File: config.mk
export PLATFORM = sky130hd
export DESIGN_NAME = lab0_uart_rx
export DESIGN_NICKNAME = d
export VERILOG_FILES = /design/src/rtl/lab0_uart_rx.sv
export SDC_FILE = /design/constraint.sdc
export NUM_CORES = 1
export LEC_CHECK = 0
export CORE_MARGIN = 4
export CORE_UTILIZATION = 60
export CTS_CLUSTER_SIZE = 28
export DETAILED_ROUTE_END_ITERATION = 8
export HOLD_SLACK_MARGIN = 0.12
export PLACE_DENSITY = 0.85
export SYNTH_ARGS = -nofsm -noshare
export SYNTH_HDL_FRONTEND = slang
export SYNTH_SLANG_ARGS = --single-unit
File: constraint.sdc
create_clock -name clk_i -period 4.9 [get_ports clk_i]
set_input_delay 0.49 -clock clk_i [delete_from_list [all_inputs] [get_ports clk_i]]
set_output_delay 0.49 -clock clk_i [all_outputs]
set_load 0.01 [all_outputs]
File: src/rtl/lab0_uart_rx.sv
// 8N1 UART receiver: synchroniser, start-glitch rejection, framing and overrun flags, ready/ack holding register.
// Latency: rdy_o/frame_err_o update 2 + DIVISOR/2 + 9*DIVISOR cycles after rx_i first samples low.
// Backpressure: none on the line; an unacknowledged byte is overwritten by the next good byte and overrun_o is set.
module lab0_uart_rx #(
    parameter int DIVISOR = 868
) (
    input  logic       clk_i,
    input  logic       rst_i,
    input  logic       rx_i,
    input  logic       ack_i,
    output logic [7:0] data_o,
    output logic       rdy_o,
    output logic       frame_err_o,
    output logic       overrun_o,
    output logic       busy_o
);

    localparam int CW = $clog2(DIVISOR);
    localparam logic [CW-1:0] CNT_HALF = CW'(DIVISOR / 2 - 1);
    localparam logic [CW-1:0] CNT_LAST = CW'(DIVISOR - 1);

    typedef enum logic [1:0] {
        IDLE  = 2'd0,
        START = 2'd1,
        DATA  = 2'd2,
        STOP  = 2'd3
    } state_t;

    state_t          state_q, state_d;
    logic            rx_s1_q, rx_s_q;
    logic [CW-1:0]   cnt_q, cnt_d;
    logic [2:0]      bitidx_q, bitidx_d;
    logic [7:0]      shreg_q, shreg_d;
    logic [7:0]      data_q, data_d;
    logic            rdy_q, rdy_d;
    logic            ferr_q, ferr_d;
    logic            ovr_q, ovr_d;

    logic            sample_bit;
    logic            stop_good;
    logic            stop_bad;

    // Two-flop synchroniser; idle-high reset so reset release never looks like a start bit.
    always_ff @(posedge clk_i or negedge rst_i) begin
        if (!rst_i) begin
            rx_s1_q <= 1'b1;
            rx_s_q  <= 1'b1;
        end else begin
            rx_s1_q <= rx_i;
            rx_s_q  <= rx_s1_q;
        end
    end

    // FSM state register.
    always_ff @(posedge clk_i or negedge rst_i) begin
        if (!rst_i) begin
            state_q <= IDLE;
        end else begin
            state_q <= state_d;
        end
    end

    // FSM next state: start bit re-checked at its centre, eight data samples, one stop sample.
    always_comb begin
        state_d = state_q;
        case (state_q)
            IDLE:  if (!rx_s_q) state_d = START;
            START: if (cnt_q == CNT_HALF) state_d = rx_s_q ? IDLE : DATA;
            DATA:  if (cnt_q == CNT_LAST && bitidx_q == 3'd7) state_d = STOP;
            STOP:  if (cnt_q == CNT_LAST) state_d = IDLE;
            default: state_d = IDLE;
        endcase
    end

    // FSM outputs: busy flag and the per-sample strobes that drive the datapath.
    always_comb begin
        busy_o     = (state_q != IDLE);
        sample_bit = 1'b0;
        stop_good  = 1'b0;
        stop_bad   = 1'b0;
        case (state_q)
            DATA: sample_bit = (cnt_q == CNT_LAST);
            STOP: begin
                if (cnt_q == CNT_LAST) begin
                    stop_good = rx_s_q;
                    stop_bad  = !rx_s_q;
                end
            end
            default: ;
        endcase
    end

    // Datapath next state: bit timer, shift register and holding-register handshake.
    always_comb begin
        // Timer restarts on every state change and at each full-bit sample point.
        if (state_q == IDLE || state_d != state_q || cnt_q == CNT_LAST) begin
            cnt_d = '0;
        end else begin
            cnt_d = cnt_q + CW'(1);
        end

        bitidx_d = bitidx_q;
        if (state_q == START) begin
            bitidx_d = 3'd0;
        end else if (sample_bit) begin
            bitidx_d = bitidx_q + 3'd1;
        end

        shreg_d = shreg_q;
        if (sample_bit) begin
            shreg_d = {rx_s_q, shreg_q[7:1]};
        end

        data_d = stop_good ? shreg_q : data_q;

        // A new byte wins over a same-edge ack, which is taken to retire the previous byte.
        if (stop_good) begin
            rdy_d = 1'b1;
        end else if (ack_i) begin
            rdy_d = 1'b0;
        end else begin
            rdy_d = rdy_q;
        end

        if (stop_good && rdy_q && !ack_i) begin
            ovr_d = 1'b1;
        end else if (ack_i && rdy_q) begin
            ovr_d = 1'b0;
        end else begin
            ovr_d = ovr_q;
        end

        ferr_d = stop_bad;
    end

    // Datapath registers.
    always_ff @(posedge clk_i or negedge rst_i) begin
        if (!rst_i) begin
            cnt_q    <= '0;
            bitidx_q <= 3'd0;
            shreg_q  <= 8'h00;
            data_q   <= 8'h00;
            rdy_q    <= 1'b0;
            ferr_q   <= 1'b0;
            ovr_q    <= 1'b0;
        end else begin
            cnt_q    <= cnt_d;
            bitidx_q <= bitidx_d;
            shreg_q  <= shreg_d;
            data_q   <= data_d;
            rdy_q    <= rdy_d;
            ferr_q   <= ferr_d;
            ovr_q    <= ovr_d;
        end
    end

    assign data_o      = data_q;
    assign rdy_o       = rdy_q;
    assign frame_err_o = ferr_q;
    assign overrun_o   = ovr_q;

endmodule
==> PnR_summary.wiki <==
{| class="wikitable"
! Metric !! Value
|-
| Outcome || finished, final reports clean
|-
| Number of vias in the routed layout || roughly 1100
|-
| Post-route ant nets || 0
|-
| R2r setup slk || 2970 ps
|-
| Signed area change from the synthesized netlist to the final layout || 14.94%
|-
| Worst Hold Launch || rx_s1_q$_DFF_PN1_
|-
| Post-CTS Setup Bufs || 0
|-
| Gpl congestion || 0.9022
|-
| GRT Util Overall || 0.1785
|-
| Post-synthesis share of cell area spent on and, or, nand and nor gates || 0.1600
|-
| Total routed wirelength || 2708 um
|-
| Resized Gates After CTS || 0
|-
| Worst setup skew after layout || 11.75 ps
|-
| Setup TNS after final layout || 0 ps
|-
| Number of antenna diodes || 0
|-
| Post-synthesis compound-gate area fraction || 0.04755
|-
| Drt wl/cell || approximately 15 um
|-
| Number of sinks on the clock net || 36
|-
| Share of cells above drive strength 1 || 0.2092
|-
| Internal Pwr Total || 407.6 uW
|-
| Top-Level Pins || 16
|-
| CP Capture Type || primary output
|-
| Share of synthesized registers carrying an async set or reset || 1.000
|-
| Latest clock arrival within the worst-skew pair || 340 ps
|-
| Vias in the first global route || ~1100
|-
| Nets || 160
|-
| Floorplan die area || around 3700 sq um
|-
| Max VDD drop || 0.0003095 V
|-
| Post-synth top cells || sky130_fd_sc_hd__dfrtp_1, sky130_fd_sc_hd__nor3_1, sky130_fd_sc_hd__nand2_1, sky130_fd_sc_hd__mux2_2
|-
| Footprint of the multi-input gates || 700.7 sq um
|-
| PD cells || around 270 nW/um^2
|-
| Share of the synthesized area in the top cell type || 0.5132
|-
| Category of the worst setup path launch point || register
|-
| Post-Synthesis Cell Area || between 1500 and 2000 sq um
|-
| Starting utilization of the core area || 0.6514
|-
| Sequence of cells on the critical path || inv_1 -> nand2_1 -> clkdlybuf4s50_1
|-
| TritonCTS buffer count || 5
|-
| Worst reg2reg path startpoint || cnt_q[0]$_DFF_PN0_
|-
| Relative contribution of sequential cells to total power || 0.584
|-
| Core Box Area || 2545 sq um
|-
| Clock H-tree levels || 2
|-
| Grt ovf || 0
|-
| Leading post-synthesis cells by cell area || sky130_fd_sc_hd__dfrtp_1, sky130_fd_sc_hd__mux2_4, sky130_fd_sc_hd__mux2_2
|-
| Vias per cell || 5.803
|-
| Clock transition at the registers of the reported paths || 100 ps
|-
| Synthesized netlist net count || 141
|-
| Switching power total || 105.8 uW
|-
| Seq cells post-synth || 36
|-
| Number of flops mapped to enable cells by yosys || 0
|-
| Number of instances on the worst hold path || 0
|-
| Path class of the lowest-slack min-delay path || reg -> reg
|-
| Dominant combinational cell family by area after synthesis || simple AND/OR/NAND/NOR gates
|-
| Post-place instance area || 1826 sq um
|-
| Final clock period utilization by the worst path || 0.4553
|-
| Count of input and output buffers || 15
|-
| Setup repair after global routing missed its margin || false
|-
| Number of warnings reported in the yosys synthesis log || 0
|-
| Finished layout cell area || 1906 sq um
|-
| Area used by sequential logic in the layout || 903.4 sq um
|-
| Fin. max-slew vios || 0
|-
| Filler cell count || ~190
|-
| Worst endpoint required time || 4410 ps
|-
| # Max-Cap Violations || 0
|-
| P_leak || 0.9046 nW
|-
| Prevailing post-synth register cell || sky130_fd_sc_hd__dfrtp_1
|-
| Mean Syn Cell Area || approximately 12 sq um
|-
| Count of hold buffers inserted by post-cts repair || 0
|-
| First-pass GRT wire length || 4733 um
|-
| Arr. time, crit path || 1740 ps
|-
| Most numerous cell in the Yosys netlist || sky130_fd_sc_hd__dfrtp_1
|-
| Actual transition at the worst max-transition pin || 753.6 ps
|-
| Post-Synth XOR/XNOR Area || 0.04226
|-
| Worst setup path class || reg -> out
|-
| Buffer levels on the longest clock path || 2
|-
| Final Setup Violations || 0
|-
| R2R cell count || 5
|-
| Switching Share || 0.2061
|-
| Synthesized-area fraction occupied by adder cells || 0.03019
|-
| Max frequency || 0.4483 GHz
|-
| Final Hold Viols || 0
|-
| Slowest cell on crit path || sky130_fd_sc_hd__dfrtp_1
|-
| Pre-antenna DRT Iters || 4
|-
| Post-DP HPWL || 1918 um
|-
| Number of antenna violations at the first check in global routing || 0
|-
| Highest net fanout along the worst path || 8
|-
| Largest net degree at the start of global routing || 37
|-
| Largest area contributor in the netlist || sky130_fd_sc_hd__dfrtp_1
|-
| Initial DRC count || 37
|-
| Part of the total power dissipated in the clock network || 0.400
|-
| Die span in x || 60.57 um
|-
| Cell Rows || 18
|-
| Critical path's largest stage delay || 560 ps
|-
| Critical R2R Capture || cnt_q[3]$_DFF_PN0_
|-
| Die H || 60.57 um
|-
| Hold worst-path end || rx_s_q$_DFF_PN1_
|-
| Mux contribution to synthesized area || 0.1426
|-
| Time the worst path needs with I/O delays and setup || 2231 ps
|-
| Clock Root Buffer || sky130_fd_sc_hd__clkbuf_4
|-
| Seq/Total Area, Yosys || 0.5449
|-
| Max-slew headroom || 0.4954
|-
| Synthesized instance count || 133
|-
| Part of the total power dissipated in combinational logic || 0.017
|-
| Number of distinct standard cells referenced by the synthesized netlist || 34
|-
| CTS tree || done
|-
| Number of remaining DRC errors || 0
|}
## logic make-up (layout without fill, tap and decap cells)
| family | Yosys count | count (layout) |
|---|---|---|
| compound gates | 12 | 12 |
| xor+xnor | 8 | 8 |
| fa+ha+maj | 4 | 4 |
| buf+inv | 11 | 31 |
| flops | 36 | 36 |
| mux | 19 | 19 |
| simple gates | 43 | 43 |
## worst max-delay path, delay by kind of cell (launching register included)
kind	cells	cell delay (ps)
flip-flops	1	560
AND/OR/NAND/NOR	1	120
buffers and inverters	2	720
## power groups by stage
| stage | combinational (mW) | clock (mW) | sequential [mW] |
|---|---|---|---|
| 2_1_floorplan | 0.000240 | 0 | 0.305 |
| 3_3_place_gp | 0.00876 | 0 | 0.305 |
| 3_5_place_dp | 0.00900 | 0 | 0.305 |
| 4_1_cts | 0.00912 | 0.211 | 0.300 |
| 5_1_grt | 0.0100 | 0.223 | 0.300 |
| 6_report | 0.00860 | 0.205 | 0.300 |
## sequential cells by signal, summed over array words and instances, names as in the netlist
signal	cells
state_q	2
cnt_q	10
frame_err_o	1
bitidx_q	3
shreg_q	8
overrun_o	1
data_o	8
rdy_o	1
rx_s_q	1
rx_s1_q	1
## final cells by class
class / count / share of cell area
clock inverter: 3 / 0.02232
clock buffer: 5 / 0.01970
timing repair buffer: 16 / 0.08273
sequential: 36 / 0.4741
inverter: 7 / 0.01379
multi-input combinational: 86 / 0.3677
tap: 30 / 0.01970
## layer usage
layer / up-vias / track usage / wire length [um]
li1: 510 / - / -
met1: 515 / 0.2089 / 1156
met2: 31 / 0.3069 / 1346
met3: 6 / 0.04468 / 156
met4: 0 / 0.08359 / 49
met5: - / 0 / 0
## layout by cell type, fill, tap and decap left out, drive strengths merged, types with 2 or more instances in the layout
cell type / synthesis / routed
nor3: 11 / 11
o21ai: 3 / 3
xnor2: 3 / 3
dfstp: 2 / 2
nand4: 5 / 5
nor2: 3 / 3
inv: 7 / 7
ha: 4 / 4
xor2: 5 / 5
clkdlybuf4s50: 0 / 15
mux2: 16 / 16
nor3b: 3 / 3
o211ai: 2 / 2
nand2: 10 / 10
a31oi: 3 / 3
mux2i: 3 / 3
and4: 2 / 2
nand3: 6 / 6
a21oi: 2 / 2
dfrtp: 34 / 34
clkbuf: 1 / 5
## metrics by stage
stage                     power (mW)  hold WS [ps]  cells  utilization  worst slack (ps)
after floorplan               0.3053         194.4    133            -              3168
after global placement        0.3140         346.2    175       0.7173              3051
after detailed placement      0.3143         347.8    175       0.7173              2993
after CTS                     0.5199         363.6    183       0.7488              2663
after global routing          0.5329         371.0    183       0.7488              2528
final                         0.5134         361.7    183       0.7488              2669
## worst max-delay path by stage
stage / to / slack [ps] / start
floorplan: shreg_q[1]$_DFFE_PN0P_ / 3170 / cnt_q[0]$_DFF_PN0_
global placement: cnt_q[9]$_DFF_PN0_ / 3050 / cnt_q[0]$_DFF_PN0_
detailed placement: cnt_q[3]$_DFF_PN0_ / 2990 / cnt_q[0]$_DFF_PN0_
CTS: busy_o / 2660 / state_q[1]$_DFF_PN0_
global route: busy_o / 2530 / state_q[1]$_DFF_PN0_
finish: busy_o / 2670 / state_q[1]$_DFF_PN0_
No activity file was read; power rests on OpenSTA's default activity.
